**src/rtl/lcd_byte_writer_pkg.sv**
```systemverilog
// lcd_byte_writer_pkg: state encodings, LCD command codes and default 50 MHz timing for the LCD writer.
package lcd_byte_writer_pkg;

    localparam int CNT_W = 20;

    typedef enum logic [3:0] {
        PWR_WAIT  = 4'd0,
        INIT_NIB  = 4'd1,
        INIT_WAIT = 4'd2,
        IDLE      = 4'd3,
        HI_SETUP  = 4'd4,
        HI_PULSE  = 4'd5,
        HI_HOLD   = 4'd6,
        GAP       = 4'd7,
        LO_SETUP  = 4'd8,
        LO_PULSE  = 4'd9,
        LO_HOLD   = 4'd10,
        BUSY_WAIT = 4'd11
    } state_e;

    typedef enum logic [1:0] {
        PH_IDLE  = 2'd0,
        PH_SETUP = 2'd1,
        PH_PULSE = 2'd2,
        PH_HOLD  = 2'd3
    } phase_e;

    localparam logic [7:0] CMD_CLEAR        = 8'h01;
    localparam logic [7:0] CMD_HOME         = 8'h02;
    localparam logic [7:0] CMD_FUNCSET_4BIT = 8'h28;
    localparam logic [7:0] CMD_ENTRY        = 8'h06;
    localparam logic [7:0] CMD_DISPLAY_ON   = 8'h0C;

    localparam int DEF_SETUP_CYCLES      = 3;
    localparam int DEF_PULSE_CYCLES      = 12;
    localparam int DEF_HOLD_CYCLES       = 1;
    localparam int DEF_GAP_CYCLES        = 50;
    localparam int DEF_WAIT_CYCLES       = 2000;
    localparam int DEF_LONG_WAIT_CYCLES  = 82000;
    localparam int DEF_POWERUP_CYCLES    = 750000;
    localparam int DEF_INIT_WAIT1_CYCLES = 205000;
    localparam int DEF_INIT_WAIT2_CYCLES = 5000;

    // A zero-length phase would never let the down-counter terminate, so it is stretched to one cycle.
    function automatic logic [CNT_W-1:0] cyc_len(input int n);
        return (n < 1) ? CNT_W'(1) : CNT_W'(n);
    endfunction

endpackage

```
**src/rtl/lcd_nibble_strobe.sv**
```systemverilog
// lcd_nibble_strobe: one SETUP/PULSE/HOLD E-strobe for a 4-bit LCD nibble.
// Phase lengths come from the owner's shared down-counter via tc_i.
module lcd_nibble_strobe
    import lcd_byte_writer_pkg::*;
(
    input  logic       clk,
    input  logic       rst,
    input  logic       start_i,
    input  logic       tc_i,
    input  logic [3:0] nib_i,
    input  logic       rs_i,
    output logic [1:0] ph_o,
    output logic       done_o,
    output logic [3:0] data_o,
    output logic       rs_o,
    output logic       e_o
);

    phase_e     ph_q;
    logic [3:0] data_q;
    logic       rs_q;
    logic       e_q;

    always_ff @(posedge clk or posedge rst) begin
        if (rst) begin
            ph_q   <= PH_IDLE;
            data_q <= '0;
            rs_q   <= 1'b0;
            e_q    <= 1'b0;
        end else if (start_i) begin
            ph_q   <= PH_SETUP;
            data_q <= nib_i;
            rs_q   <= rs_i;
            e_q    <= 1'b0;
        end else if (tc_i) begin
            case (ph_q)
                PH_SETUP: begin
                    ph_q <= PH_PULSE;
                    e_q  <= 1'b1;
                end
                PH_PULSE: begin
                    ph_q <= PH_HOLD;
                    e_q  <= 1'b0;
                end
                PH_HOLD: begin
                    ph_q   <= PH_IDLE;
                    data_q <= '0;
                end
                default: ph_q <= PH_IDLE;
            endcase
        end
    end

    assign ph_o   = ph_q;
    assign done_o = (ph_q == PH_HOLD) && tc_i;
    assign data_o = data_q;
    assign rs_o   = rs_q;
    assign e_o    = e_q;

endmodule

```
**src/rtl/lcd_byte_writer.sv**
```systemverilog
// lcd_byte_writer: accepts command/data bytes over valid/ready and writes them to an HD44780 LCD
// in 4-bit mode, running the power-up init sequence first.
module lcd_byte_writer
    import lcd_byte_writer_pkg::*;
#(
    parameter int SETUP_CYCLES      = DEF_SETUP_CYCLES,
    parameter int PULSE_CYCLES      = DEF_PULSE_CYCLES,
    parameter int HOLD_CYCLES       = DEF_HOLD_CYCLES,
    parameter int GAP_CYCLES        = DEF_GAP_CYCLES,
    parameter int WAIT_CYCLES       = DEF_WAIT_CYCLES,
    parameter int LONG_WAIT_CYCLES  = DEF_LONG_WAIT_CYCLES,
    parameter int POWERUP_CYCLES    = DEF_POWERUP_CYCLES,
    parameter int INIT_WAIT1_CYCLES = DEF_INIT_WAIT1_CYCLES,
    parameter int INIT_WAIT2_CYCLES = DEF_INIT_WAIT2_CYCLES
) (
    input  logic       Clock,
    input  logic       Reset,
    input  logic [7:0] iData,
    input  logic       iRS,
    input  logic       iValid,
    output logic       oReady,
    output logic [3:0] oLCD_Data,
    output logic       oLCD_RS,
    output logic       oLCD_RW,
    output logic       oLCD_E
);

    localparam logic [CNT_W-1:0] L_SETUP   = cyc_len(SETUP_CYCLES);
    localparam logic [CNT_W-1:0] L_PULSE   = cyc_len(PULSE_CYCLES);
    localparam logic [CNT_W-1:0] L_HOLD    = cyc_len(HOLD_CYCLES);
    localparam logic [CNT_W-1:0] L_GAP     = cyc_len(GAP_CYCLES);
    localparam logic [CNT_W-1:0] L_WAIT    = cyc_len(WAIT_CYCLES);
    localparam logic [CNT_W-1:0] L_LONG    = cyc_len(LONG_WAIT_CYCLES);
    localparam logic [CNT_W-1:0] L_POWERUP = cyc_len(POWERUP_CYCLES);
    localparam logic [CNT_W-1:0] L_W1      = cyc_len(INIT_WAIT1_CYCLES);
    localparam logic [CNT_W-1:0] L_W2      = cyc_len(INIT_WAIT2_CYCLES);

    state_e           state_q;
    logic [CNT_W-1:0] cnt_q;
    logic [1:0]       idx_q;
    logic [7:0]       byte_q;
    logic             rs_q;
    logic             ready_q;

    logic             tc;
    logic             start;
    logic [3:0]       nib_d;
    logic             rs_d;
    logic             long_wait;
    logic [CNT_W-1:0] init_wait;
    logic [1:0]       ph;
    logic             done;

    always_comb begin
        tc        = cnt_q == CNT_W'(1);
        start     = (state_q == PWR_WAIT && tc) || (state_q == INIT_WAIT && tc && idx_q != 2'd3) ||
                    (state_q == IDLE && iValid && ready_q) || (state_q == GAP && tc);
        nib_d     = (state_q == IDLE) ? iData[7:4] : (state_q == GAP) ? byte_q[3:0] :
                    (idx_q == 2'd2) ? 4'h2 : 4'h3;
        rs_d      = (state_q == IDLE) ? iRS : (state_q == GAP) ? rs_q : 1'b0;
        long_wait = !rs_q && (byte_q == CMD_CLEAR || byte_q[7:1] == CMD_HOME[7:1]);
        init_wait = (idx_q == 2'd0) ? L_W1 : (idx_q == 2'd1) ? L_W2 : L_WAIT;
    end

    // Counter holds remaining cycles of the current state; cleared only by reset, which PWR_WAIT uses to arm itself.
    always_ff @(posedge Clock or posedge Reset) begin
        if (Reset) begin
            state_q <= PWR_WAIT;
            cnt_q   <= '0;
            idx_q   <= '0;
            byte_q  <= '0;
            rs_q    <= 1'b0;
            ready_q <= 1'b0;
        end else begin
            if (cnt_q != '0) cnt_q <= cnt_q - 1'b1;
            case (state_q)
                PWR_WAIT: begin
                    if (cnt_q == '0) cnt_q <= L_POWERUP;
                    else if (tc) begin
                        state_q <= INIT_NIB;
                        cnt_q   <= L_SETUP;
                    end
                end
                INIT_NIB: begin
                    if (done) begin
                        state_q <= INIT_WAIT;
                        cnt_q   <= init_wait;
                    end else if (tc) cnt_q <= (ph == PH_SETUP) ? L_PULSE : L_HOLD;
                end
                INIT_WAIT: begin
                    if (tc && idx_q == 2'd3) begin
                        state_q <= IDLE;
                        ready_q <= 1'b1;
                    end else if (tc) begin
                        idx_q   <= idx_q + 1'b1;
                        state_q <= INIT_NIB;
                        cnt_q   <= L_SETUP;
                    end
                end
                IDLE: begin
                    if (iValid && ready_q) begin
                        byte_q  <= iData;
                        rs_q    <= iRS;
                        ready_q <= 1'b0;
                        state_q <= HI_SETUP;
                        cnt_q   <= L_SETUP;
                    end
                end
                HI_SETUP: begin
                    if (tc) begin
                        state_q <= HI_PULSE;
                        cnt_q   <= L_PULSE;
                    end
                end
                HI_PULSE: begin
                    if (tc) begin
                        state_q <= HI_HOLD;
                        cnt_q   <= L_HOLD;
                    end
                end
                HI_HOLD: begin
                    if (done) begin
                        state_q <= GAP;
                        cnt_q   <= L_GAP;
                    end
                end
                GAP: begin
                    if (tc) begin
                        state_q <= LO_SETUP;
                        cnt_q   <= L_SETUP;
                    end
                end
                LO_SETUP: begin
                    if (tc) begin
                        state_q <= LO_PULSE;
                        cnt_q   <= L_PULSE;
                    end
                end
                LO_PULSE: begin
                    if (tc) begin
                        state_q <= LO_HOLD;
                        cnt_q   <= L_HOLD;
                    end
                end
                LO_HOLD: begin
                    if (done) begin
                        state_q <= BUSY_WAIT;
                        cnt_q   <= long_wait ? L_LONG : L_WAIT;
                    end
                end
                BUSY_WAIT: begin
                    if (tc) begin
                        state_q <= IDLE;
                        ready_q <= 1'b1;
                    end
                end
                default: state_q <= PWR_WAIT;
            endcase
        end
    end

    lcd_nibble_strobe u_strobe (
        .clk    (Clock),
        .rst    (Reset),
        .start_i(start),
        .tc_i   (tc),
        .nib_i  (nib_d),
        .rs_i   (rs_d),
        .ph_o   (ph),
        .done_o (done),
        .data_o (oLCD_Data),
        .rs_o   (oLCD_RS),
        .e_o    (oLCD_E)
    );

    assign oReady  = ready_q;
    assign oLCD_RW = 1'b0;

endmodule

```
**config.mk**
```make
export PLATFORM = sky130hd
export DESIGN_NAME = lcd_byte_writer
export DESIGN_NICKNAME = d
export VERILOG_FILES = /design/src/rtl/lcd_byte_writer_pkg.sv /design/src/rtl/lcd_nibble_strobe.sv /design/src/rtl/lcd_byte_writer.sv
export SDC_FILE = /design/constraint.sdc
export NUM_CORES = 1
export LEC_CHECK = 0
export ABC_AREA = 1
export CAP_MARGIN = 20
export CORE_MARGIN = 2
export CORE_UTILIZATION = 30
export DETAILED_ROUTE_END_ITERATION = 16
export PLACE_DENSITY_LB_ADDON = 0.3
export SYNTH_ARGS = -nofsm -noshare
export SYNTH_HDL_FRONTEND = slang
export SYNTH_SLANG_ARGS = --single-unit
```
**constraint.sdc**
```tcl
create_clock -name Clock -period 2.45 [get_ports Clock]
set_clock_uncertainty 0.15 [all_clocks]
set_input_delay 0.245 -clock Clock [delete_from_list [all_inputs] [get_ports Clock]]
set_output_delay 0.245 -clock Clock [all_outputs]
set_load 0.1 [all_outputs]
```
==> impl_metrics.csv <==
group,metric,value,unit
outcome,status,"finished, final reports clean",
pwr,power.leakage,1.83,nW
pwr,p_seq_share,54.7,%
clock_network,clk_pin_slew,0.09,ns
layout,syn_to_final_growth,14.6,%
synthesis,synthArstFlopShare,100,%
min_path,min_path_type,"input port to asynchronous set/reset pin",
route,firstDrtPassIters,5,
clock_network,cts_buffers,5,
critical_path,worst_ep_required_time,2.48,ns
die,coreArea,0.0103,mm^2
route,routed_wl,8130,um
synthesis,synth_seq_cells,44,
critical_path,crit_path_start_kind,"register",
clock_network,cts_tree,"built",
synthesis,synth_edf_count,0,
clock_network,clockRootBuffer,"clkbuf_8",
global_routing,grtUsageTotal,14.9,%
die,ios,20,
critical_path,r2r_setup_slack,0.21,ns
critical_path,rr_worst_depth,11,
sta,timing.fmax,446,MHz
clock_network,clock_latency,0.29,ns
synthesis,synthFlopType,"dfrtp_1",
die,die_area,0.0115,mm^2
route,drtIter0Drc,129,
die,rows,37,
layout,final_cell_count_no_fill,608,
sta,maxSlewHeadroom,61.2,%
global_routing,grt-ovfl-total,0,
pwr,pwr_density_cell,361,mW/mm^2
pwr,peakVddDrop,0.312,mV
die,dieWidth,107,um
sta,rsz0062_at_grt,"false",
clock_network,holdBufCountCts,0,
die,initial_core_util,31.0,%
layout,fillers,1120,
critical_path,path_cells,"inv_1 > ha_1 > nand2_2 > nor2_4 > nand3_4 > nand2_1 > nand2_1 > o21ai_2 > nand2_1 > nor2_1 > nor3_1",
pwr,clkPwrFrac,41.9,%
sta,tns,0,ns
critical_path,cpMostUsedCell,"nand2_1",
job,max_cap_violations,0,
synthesis,synth_area,0.00320,mm^2
clock_network,cts_max_level,2,
global_routing,antenna_found_initial,0,
sta,drv_slew,0,
clock_network,clock-sinks,44,
place,gp_congestion,0.969,
sta,worst_pin_slew,0.576,ns
pwr,switchingPower,0.278,mW
place,io_buffer_count,18,
place,place_inst,600,
route,vias_per_cell,4.82,
synthesis,synth_cell_types,40,
critical_path,crit_fanout,8,
critical_path,rr_endpoint,"cnt_q[11]",
layout,drive_above_1_share,13.8,%
route,detail-route-antenna-nets,0,
pwr,comb_power_share,3.4,%
route,drc,0,
critical_path,worst-setup-path-type,"register to register",
route,wl_per_cell,13.4,um
layout,n_antenna_cell,0,
critical_path,crit_path_top_delay_cell,"dfrtp_1",
die,die_y,107,um
clock_network,cts_resized,0,
global_routing,grt_pass1_wl,13700,um
synthesis,synth.avg_cell_area,7.21,um^2
global_routing,grt_max_degree,26,
place,dp_hpwl,6520,um
synthesis,ys_seq_area_share,34.4,%
sta,setup_viol,0,
critical_path,rr_startpoint,"cnt_q[0]",
sta,finalHoldViolCount,0,
sta,period_share,91.5,%
place,place_ws,0.243,ns
clock_network,cts_buffer_depth,2,
sta,setup_ws,0.208,ns
pwr,intPower,1.05,mW
pwr,switching_share,21.0,%
critical_path,worstSetupStartpoint,"cnt_q[0]",
sta,post-route-min-period,2.24,ns
critical_path,cp.arrival,2.27,ns
route,vias,2929,
synthesis,ys_warn_count,0,
critical_path,cpPeakStageDelay,0.42,ns
layout,nNetsFinal,493,
clock_network,cts_setup_buffers,0,
synthesis,synthCells,444,
critical_path,critPathCaptureType,"register",
synthesis,syn_nets,466,
global_routing,grt_pass1_vias,2876,
worst max-delay path by stage:
stage                      endpoint  slack, ns  cells after the start
after floorplan            cnt_q[8]       0.34                      8
final                     cnt_q[11]       0.21                     11
after detailed placement  cnt_q[11]       0.24                     11
after global routing      cnt_q[15]       0.05                     11
after CTS                  cnt_q[9]       0.24                     11
after global placement     cnt_q[7]       0.31                     11
metrics by stage:
stage	total power [mW]	cell area [um^2]	utilization, %	hold slack (ns)
floorplan	0.760	3200	-	0.212
global placement	0.787	3560	34.5	0.309
detailed placement	0.787	3560	34.5	0.313
CTS	1.34	3670	35.5	0.147
global route	1.38	3670	35.5	0.166
finish	1.33	3670	35.5	0.129
flip-flops by register name, summed over array words and instances, names as in the netlist:
register         cells
u_strobe.e_o         1
state_q              4
u_strobe.data_o      4
u_strobe.rs_o        1
byte_q               8
rs_q                 1
oReady               1
idx_q                2
u_strobe.ph_o        2
cnt_q               20
power by group through the flow:
stage               sequential (mW)  clock (mW)  combinational [mW]
floorplan                     0.740           0              0.0202
finish                        0.725       0.555              0.0455
CTS                           0.725       0.570              0.0473
global placement              0.740           0              0.0473
detailed placement            0.740           0              0.0472
global route                  0.726       0.601              0.0508
Yosys cell counts (2+ instances only):
cell / instances / share of area, %
a21oi_1: 7 / 1.1
a31oi_1: 2 / 0.39
buf_4: 2 / 0.47
dfrtp_1: 44 / 34
ha_1: 10 / 3.9
inv_1: 67 / 7.9
inv_2: 7 / 0.82
nand2_1: 112 / 13
nand2_2: 7 / 1.4
nand2_4: 3 / 1.1
nand3_1: 30 / 4.7
nand3_4: 3 / 1.6
nand4_1: 5 / 0.98
nor2_1: 47 / 5.5
nor2_2: 8 / 1.6
nor2_4: 6 / 2.1
nor2_8: 3 / 1.9
nor3_1: 11 / 1.7
nor4_1: 2 / 0.39
o21ai_0: 24 / 3.8
o21ai_1: 8 / 1.3
o21ai_2: 3 / 0.82
o221ai_1: 2 / 0.55
o22ai_1: 3 / 0.59
xnor2_1: 2 / 0.55
xor2_1: 12 / 3.3
critical path, delay by kind of cell (launching register included):
kind	cells	cell delay (ns)
adder cells (fa/ha/maj)	1	0.26
AO/OA/AOI/OAI	1	0.14
flip-flops	1	0.42
buffers and inverters	1	0.13
AND/OR/NAND/NOR	8	1.03
cells by family (layout without fill, tap and decap cells):
group	Yosys count	count (layout)	share of synthesized area, %
simple gates	243	243	38.2
xor+xnor	14	14	3.83
buf+inv	77	105	9.26
compound gates	54	54	9.97
mux	1	1	0.313
fa+ha+maj	10	10	3.91
flops	44	44	34.4
other cells	1	1	0.117
layout make-up:
type | instances | area [um^2] | area share, %
repair buffers | 22 | 205 | 5.59
well taps | 136 | 170 | 4.64
multi-input cells | 323 | 1800 | 49.2
clock inverters | 2 | 35.0 | 0.955
clock buffers | 6 | 72.6 | 1.98
flip-flops and latches | 44 | 1100 | 30.0
inverters | 75 | 282 | 7.67
cell usage in the layout, fill, tap and decap left out, types with 5 or more instances in the layout:
| cell type | n |
|---|---|
| clkdlybuf4s50_1 | 11 |
| nor2_2 | 8 |
| nor2_4 | 6 |
| dfrtp_1 | 44 |
| ha_1 | 10 |
| inv_2 | 8 |
| a21oi_1 | 7 |
| o21ai_0 | 24 |
| xor2_1 | 12 |
| nor2_1 | 47 |
| nand2_2 | 7 |
| o21ai_1 | 8 |
| nand2_1 | 112 |
| nand3_1 | 30 |
| inv_1 | 66 |
| nand4_1 | 5 |
| buf_4 | 10 |
| clkbuf_8 | 5 |
| nor3_1 | 11 |
metal layers:
metal | vias up | routed length (um) | global-route usage [%]
met4 | 0 | 174 | 3.71
met1 | 1372 | 3810 | 19.7
met2 | 85 | 3770 | 25.2
met3 | 17 | 373 | 2.54
li1 | 1455 | - | -
met5 | - | 0 | 0
(Power assumes the default switching activity.)
